**src/rtl/sc_computer.sv**
```systemverilog
// sc_computer: 4-step single-cycle adder datapath with six 7-segment decimal displays.
// Latency: operands sampled at pc=0/pc=1 reach the displays at the edge that ends pc=3.
// Backpressure: none; free-running pc, displays refresh every 4 cycles.
// Optional macro SC_COMPUTER_HEX_BLANK_EN blanks tens digits that are zero.
module sc_computer #(
  parameter int SEG_ACTIVE_LOW = 1
) (
  input  logic       clock,
  input  logic       reset,
  input  logic [3:0] one,
  input  logic [3:0] two,
  output logic [6:0] hex5,
  output logic [6:0] hex4,
  output logic [6:0] hex3,
  output logic [6:0] hex2,
  output logic [6:0] hex1,
  output logic [6:0] hex0
);

  logic [1:0] pc_q, pc_d;
  logic [3:0] r1_q, r1_d;
  logic [3:0] r2_q, r2_d;
  logic [4:0] r3_q, r3_d;
  logic [3:0] d1_q, d1_d;
  logic [3:0] d2_q, d2_d;
  logic [4:0] d3_q, d3_d;

  // Active-low segment code for one decimal digit (bit0=a .. bit6=g).
  function automatic logic [6:0] seg_code(input logic [3:0] d);
    logic [6:0] c;
    case (d)
      4'd0:    c = 7'h40;
      4'd1:    c = 7'h79;
      4'd2:    c = 7'h24;
      4'd3:    c = 7'h30;
      4'd4:    c = 7'h19;
      4'd5:    c = 7'h12;
      4'd6:    c = 7'h02;
      4'd7:    c = 7'h78;
      4'd8:    c = 7'h00;
      4'd9:    c = 7'h10;
      default: c = 7'h7F;
    endcase
    return c;
  endfunction

  // Tens digit of a 0..30 value by range compare; cheaper than a divider.
  function automatic logic [1:0] tens_of(input logic [4:0] v);
    logic [1:0] t;
    if (v >= 5'd30)      t = 2'd3;
    else if (v >= 5'd20) t = 2'd2;
    else if (v >= 5'd10) t = 2'd1;
    else                 t = 2'd0;
    return t;
  endfunction

  // Units digit given the already-resolved tens digit.
  function automatic logic [3:0] units_of(input logic [4:0] v, input logic [1:0] t);
    logic [3:0] u;
    case (t)
      2'd0:    u = 4'(v);
      2'd1:    u = 4'(v - 5'd10);
      2'd2:    u = 4'(v - 5'd20);
      default: u = 4'(v - 5'd30);
    endcase
    return u;
  endfunction

  // Tens digit code, optionally blanked when zero.
  function automatic logic [6:0] tens_code(input logic [1:0] t);
`ifdef SC_COMPUTER_HEX_BLANK_EN
    return (t == 2'd0) ? 7'h7F : seg_code({2'b00, t});
`else
    return seg_code({2'b00, t});
`endif
  endfunction

  // Apply output polarity: codes are active-low internally.
  function automatic logic [6:0] polarity(input logic [6:0] c);
    return (SEG_ACTIVE_LOW != 0) ? c : ~c;
  endfunction

  // Program step selected by pc; every register holds except on its own step.
  always_comb begin
    pc_d = pc_q + 2'd1;
    r1_d = r1_q;
    r2_d = r2_q;
    r3_d = r3_q;
    d1_d = d1_q;
    d2_d = d2_q;
    d3_d = d3_q;
    case (pc_q)
      2'd0: r1_d = one;
      2'd1: r2_d = two;
      2'd2: r3_d = {1'b0, r1_q} + {1'b0, r2_q};
      default: begin
        d1_d = r1_q;
        d2_d = r2_q;
        d3_d = r3_q;
      end
    endcase
  end

  // State registers; reset clears everything asynchronously so the period restarts at pc=0.
  always_ff @(posedge clock or posedge reset) begin
    if (reset) begin
      pc_q <= 2'd0;
      r1_q <= 4'd0;
      r2_q <= 4'd0;
      r3_q <= 5'd0;
      d1_q <= 4'd0;
      d2_q <= 4'd0;
      d3_q <= 5'd0;
    end else begin
      pc_q <= pc_d;
      r1_q <= r1_d;
      r2_q <= r2_d;
      r3_q <= r3_d;
      d1_q <= d1_d;
      d2_q <= d2_d;
      d3_q <= d3_d;
    end
  end

  logic [1:0] t1, t2, t3;

  // Display decode from the D registers only, so operand switches never reach the hex pins directly.
  always_comb begin
    t1   = tens_of({1'b0, d1_q});
    t2   = tens_of({1'b0, d2_q});
    t3   = tens_of(d3_q);
    hex5 = polarity(tens_code(t1));
    hex4 = polarity(seg_code(units_of({1'b0, d1_q}, t1)));
    hex3 = polarity(tens_code(t2));
    hex2 = polarity(seg_code(units_of({1'b0, d2_q}, t2)));
    hex1 = polarity(tens_code(t3));
    hex0 = polarity(seg_code(units_of(d3_q, t3)));
  end

endmodule

```
**config.mk**
```make
export PLATFORM = sky130hd
export DESIGN_NAME = sc_computer
export DESIGN_NICKNAME = d
export VERILOG_FILES = /design/src/rtl/sc_computer.sv
export SDC_FILE = /design/constraint.sdc
export NUM_CORES = 1
export LEC_CHECK = 0
export ABC_AREA = 1
export ABC_CLOCK_PERIOD_IN_PS = 3300
export CAP_MARGIN = 20
export CORE_UTILIZATION = 30
export DETAILED_ROUTE_END_ITERATION = 16
export GPL_ROUTABILITY_DRIVEN = 0
export SYNTH_ARGS = -nofsm -noshare
export SYNTH_HDL_FRONTEND = slang
export SYNTH_SLANG_ARGS = --single-unit
```
**constraint.sdc**
```tcl
create_clock -name clock -period 3.3 [get_ports clock]
set_clock_uncertainty 0.2 [all_clocks]
set_input_delay 0.66 -clock clock [delete_from_list [all_inputs] [get_ports clock]]
set_output_delay 0.66 -clock clock [all_outputs]
set_load 0.05 [all_outputs]
```
Yosys cells after proc, flatten, opt, wreduce, memory -nomap -nowiden
Memory sizes are Yosys's and may differ from the RTL's.
Cells that the tools add are included.
{ "totals": {"wordCells": 61, "romBits": 336, "ff_bits": 28, "out_inout_bits": 42, "input_bits": 10, "mem_count": 3} }
{ "memory_table": {"columns": ["memory", "depth", "width", "rd", "rd_clocked_by_memory_dff", "write_ports", "line_no", "source"], "rows": [
  ["(no name shown)", 16, 7, 1, 0, 0, "31", "case (d)"],
  ["(no name shown)", 16, 7, 1, 0, 0, "31", null],
  ["(no name shown)", 16, 7, 1, 0, 0, "31", null]
]} }
{ "op_classes": {"magnitude_cmp": 9, "n_eq_ne": 11, "mux": 15, "add_sub_neg": 11, "n_reduce_logical": 5} }
{ "ops": {"columns": ["op", "count"], "rows": [
  ["one-hot mux 7 bit (4 select lines)", 3],
  ["one-hot mux 4 bit (3 select lines)", 3],
  ["subtractor 4 bit, second input constant", 6],
  ["greater-or-equal comparator 4 x 5 -> 1 bit, second input constant", 4],
  ["== test 2 bit, second input constant", 7],
  ["2-to-1 mux 2 bit", 6],
  ["subtractor 4 x 3 -> 4 bit, second input constant", 3],
  ["greater-or-equal comparator 5 bit, second input constant", 2],
  ["== test 2 x 1 -> 1 bit, second input constant", 4],
  ["greater-or-equal comparator 4 bit, second input constant", 2],
  ["logical NOT 2 bit", 4],
  ["adder 4 x 4 -> 5 bit", 1],
  ["greater-or-equal comparator 5 x 4 -> 1 bit, second input constant", 1],
  ["2-to-1 mux 1 bit", 3],
  ["OR reduction 3 bit", 1],
  ["adder 2 x 1 -> 2 bit, second input constant", 1]
]} }

Logic depth before layout (Yosys ltp)
An unclocked memory read counts as a cell.
{ "depth": {"word_depth": 7, "depth_mapped": 15, "ltp_nobuf": 15} }

Worst setup path after synthesis
OpenSTA, ideal clock, no wires.
{ "synth_path": {"path_kind": "flip-flop to output port", "start": "register d3_q[3]", "end": "output port hex0[0]", "stages_incl_launch_ff": 13, "required_time_ps": 2440, "arrival_ps": 3004, "path_buffers": 0, "setup_slack_ps": -564, "path_cell_list": "dfrtp_1 > nand2_1 > nand3_2 > nand2_2 > nor2_1 > inv_1 > fa_1 > xor2_1 > nor2_2 > nor2_4 > inv_2 > nand2_4 > nand2_1"} }
{ "synth_between": {"elab_chain_cells": 7, "elab_cells_between_ends": 14, "cone_classes": "3 x add/sub; 3 x order compare; 2 x eq/ne; 4 x mux; 1 x reduce/logical; 1 x memory"} }
{ "synth_lines": {"columns": ["element", "line_no", "source"], "rows": [
  ["start: declaration", "26", "logic [4:0] d3_q, d3_d;"],
  ["start signal: assignment", "113", "d3_q <= 5'd0;"],
  ["start signal: assignment", "121", "d3_q <= d3_d;"],
  ["greater-or-equal comparator 5 x 4 -> 1 bit", "52", "else if (v >= 5'd10) t = 2'd1;"],
  ["2-to-1 mux 1 bit", "52", null],
  ["2-to-1 mux 2 bit", "51", "else if (v >= 5'd20) t = 2'd2;"],
  ["2-to-1 mux 2 bit", "50", "if (v >= 5'd30) t = 2'd3;"],
  ["== test 2 bit, or another cell as far along", "60", "case (t)"],
  ["one-hot mux 4 bit (3 select lines) *", "60", null],
  ["memory (16 x 7 bit) *", null, null],
  ["end: declaration", "17", "output logic [6:0] hex0"]
]} }
Mark *: on every way between the ends. The rest lies on a longest branch, timed or not.

Worst setup path after layout
{ "layout_path": {"start": "register d3_q[3]", "end": "output port hex0[4]"} }
Same word-level chain as after synthesis.

==> flow_summary.yaml <==
status:
  outcome: "complete, but fails checks"
  violations: "negative setup slack"
finish:
  n_fill_cell: 704
  antenna_cells: 0
  layout.nets: 395
  final_cells: 451
  drive_gt1_share_pct: 26.4
  final_area_mm2: 0.00330
  final_util_pct: 45.2
  syn_to_final_growth_pct: 45.2
worst_setup_path:
  crit_fanout: 6
  crit_slowest_cell: "fa_1"
  crit_chain: "ha_4 > nand2_2 > nand2_2 > nand2_4 > inv_4 > nor2_4 > inv_2 > fa_1 > inv_1 > nand2_2 > inv_2 > nor2_4 > nand2_1 > nand2_1 > nand2_2 > buf_12"
  critPathArrivalTime_ns: 2.53
  cp.required_ns: 2.44
  endpoint_kind: "primary output"
  critical_path_class: "register to primary output"
  slowest_delay_ns: 0.47
  cp_common_cell: "nand2_2"
  start_kind: "register"
synth:
  avgSynthCellArea_um2: 7.60
  synth_common_cells: "nand2_1 (92), inv_1 (41), ha_1 (30), dfrtp_1 (28), o21ai_0 (25)"
  synthesis.area_mm2: 0.00227
  synth_largest_area_cell: "dfrtp_1"
  yosys_register_bits: 28
  synth_top_area_share_pct: 30.8
  synth_ff_type: "dfrtp_1"
  syn-instance-count: 299
  ys_top_cells_by_area: "dfrtp_1 (31%), ha_1 (17%), nand2_1 (15%)"
  yosysWarnings: 0
  synth_most_common_cell: "nand2_1"
  synth_edf_count: 0
  ys_types: 25
  ys_seq_area_share_pct: 30.8
  synthArstFlopShare_pct: 100
sta:
  slew-limit-headroom_pct: 52.6
  rsz0062_at_grt: "true"
  fin_ws_ns: -0.0942
  clock.fmax_ghz: 0.295
  tns_ns: -0.613
  maxSlewViolCount: 0
  hold_ws_ns: 0.297
  period_share_pct: 103
  worst_pin_slew_ns: 0.711
  finalSetupViolations: 7
  fin_crit_ns: 3.39
  hold_viol_final: 0
global_route:
  overflow: 0
  antenna_found_initial: 0
  grt_max_degree: 29
  grt_usage_pct: 12.2
  first_global_vias: 1756
  grt_pass1_wl_um: 7690
clock_tree:
  cts-root-buf: "clkbuf_8"
  cts_tree: "built"
  cts_buffers: 3
  htreeDepth: 1
  clk_latency_ns: 0.27
  postCtsHoldBufs: 0
  clockBufferDepth: 2
  cts.sinks: 28
  clk_pin_slew_ns: 0.09
floorplanning:
  rows: 31
  die_h_um: 89.0
  start_util_pct: 31.2
  coreArea_mm2: 0.00729
  die-area_mm2: 0.00793
  die_width_um: 89.0
  io_pins: 52
pwr:
  power_density_mw_per_mm2: 648
  irDropWorstVdd_uv: 351
  p_leak_nw: 1.69
placed_design:
  dp_cells: 433
  placed_area_mm2: 0.00299
  io_buffers: 44
  place_hpwl_um: 3540
detailed_routing:
  ant_nets: 0
  drcViolationCount: 0
  wl_um: 4590
  routedWlPerCell_um: 10.2
  routed_via_density: 4.33
  drtIter0Drc: 43
  vias: 1955
  drt_first_pass_iters: 4
min_path:
  min_path_type: "register to register"
job:
  max_cap_viol_count: 0
==> state kept, by name, indices dropped and copies added, names as in the netlist <==
signal	cells
d3_q	5
r3_q	5
r2_q	4
pc_q	2
d2_q	4
d1_q	4
r1_q	4
==> cell families after synthesis <==
family	synth area share [%]
AO/OA/AOI/OAI	8.15
adder cells (fa/ha/maj)	18.3
multiplexers	2.97
XOR/XNOR	0.771
other	0.331
AND/OR/NAND/NOR	26.1
flip-flops	30.8
buffers and inverters	12.6
==> power by group <==
group / internal, mW / switching [mW] / total (mW)
clock network: 0.107 / 0.0986 / 0.205
registers: 0.371 / 0.0263 / 0.397
logic: 0.656 / 0.879 / 1.53
==> critical path, delay by kind of cell, from the launching register on <==
| family | cells | cell delay, ns |
|---|---|---|
| simple gates | 9 | 0.85 |
| fa+ha+maj | 2 | 0.64 |
| flops | 1 | 0.46 |
| buf+inv | 5 | 0.32 |
==> what timing repair did <==
action	in CTS	in global routing
resized for setup	20	18
endpoints found under the setup margin	7	20
pin swaps	12	11
setup buffers	10	4
==> per-layer routing <==
| metal | routed length (um) | global-route usage (%) | share of wire [%] | vias to the layer above |
|---|---|---|---|---|
| met2 | 2240 | 20.8 | 49 | 42 |
| met3 | 172 | 2.12 | 3.7 | 4 |
| met1 | 2150 | 16.3 | 47 | 892 |
| li1 | - | - | - | 1017 |
| met5 | 0 | 0 | 0 | - |
| met4 | 32 | 2.45 | 0.70 | 0 |
==> final cells by class <==
| cell class | count | area (um2) | area share [%] |
|---|---|---|---|
| Clock buffer | 4 | 55.1 | 1.67 |
| Inverter | 46 | 178 | 5.38 |
| Multi-Input combinational cell | 214 | 1440 | 43.7 |
| Sequential cell | 28 | 703 | 21.3 |
| Tap cell | 99 | 124 | 3.75 |
| Timing Repair Buffer | 60 | 798 | 24.2 |
==> stage by stage <==
stage	setup slack, ns	power (mW)
after floorplan	-0.114	1.20
after global placement	0.114	1.71
after detailed placement	0.0647	1.73
after CTS	-0.0951	2.07
after global routing	-0.243	2.26
final	-0.0942	2.14
==> worst paths after layout <==
| path | cells after the start | endpoint | slack, ns | start |
|---|---|---|---|---|
| worst max-delay path | 16 | hex0[4] | -0.09 | d3_q[3] |
| max in group asynchronous | 3 | d3_q[2] | 2.06 | reset |
| worst min-delay path | 2 | r3_q[0] | 0.30 | r3_q[0] |
| worst max register to register | 6 | r3_q[2] | 1.61 | r2_q[0] |
| min in group asynchronous | 3 | d3_q[1] | 0.56 | reset |
| worst min register to register | 2 | r3_q[0] | 0.30 | r3_q[0] |
==> cells in the final DEF (no fill, tap or decap), types with 7 or more instances in the layout <==
master | Yosys | routed
nand2_1 | 92 | 81
nand2_2 | 6 | 10
dfrtp_1 | 28 | 26
nand2_4 | 3 | 9
buf_4 | 14 | 11
nor2_1 | 10 | 9
nand3_1 | 13 | 10
o21ai_0 | 25 | 19
inv_1 | 41 | 39
buf_12 | 0 | 22
clkdlybuf4s50_1 | 0 | 23
conb_1 | 2 | 7
ha_1 | 30 | 29
(Power assumes the default switching activity.)
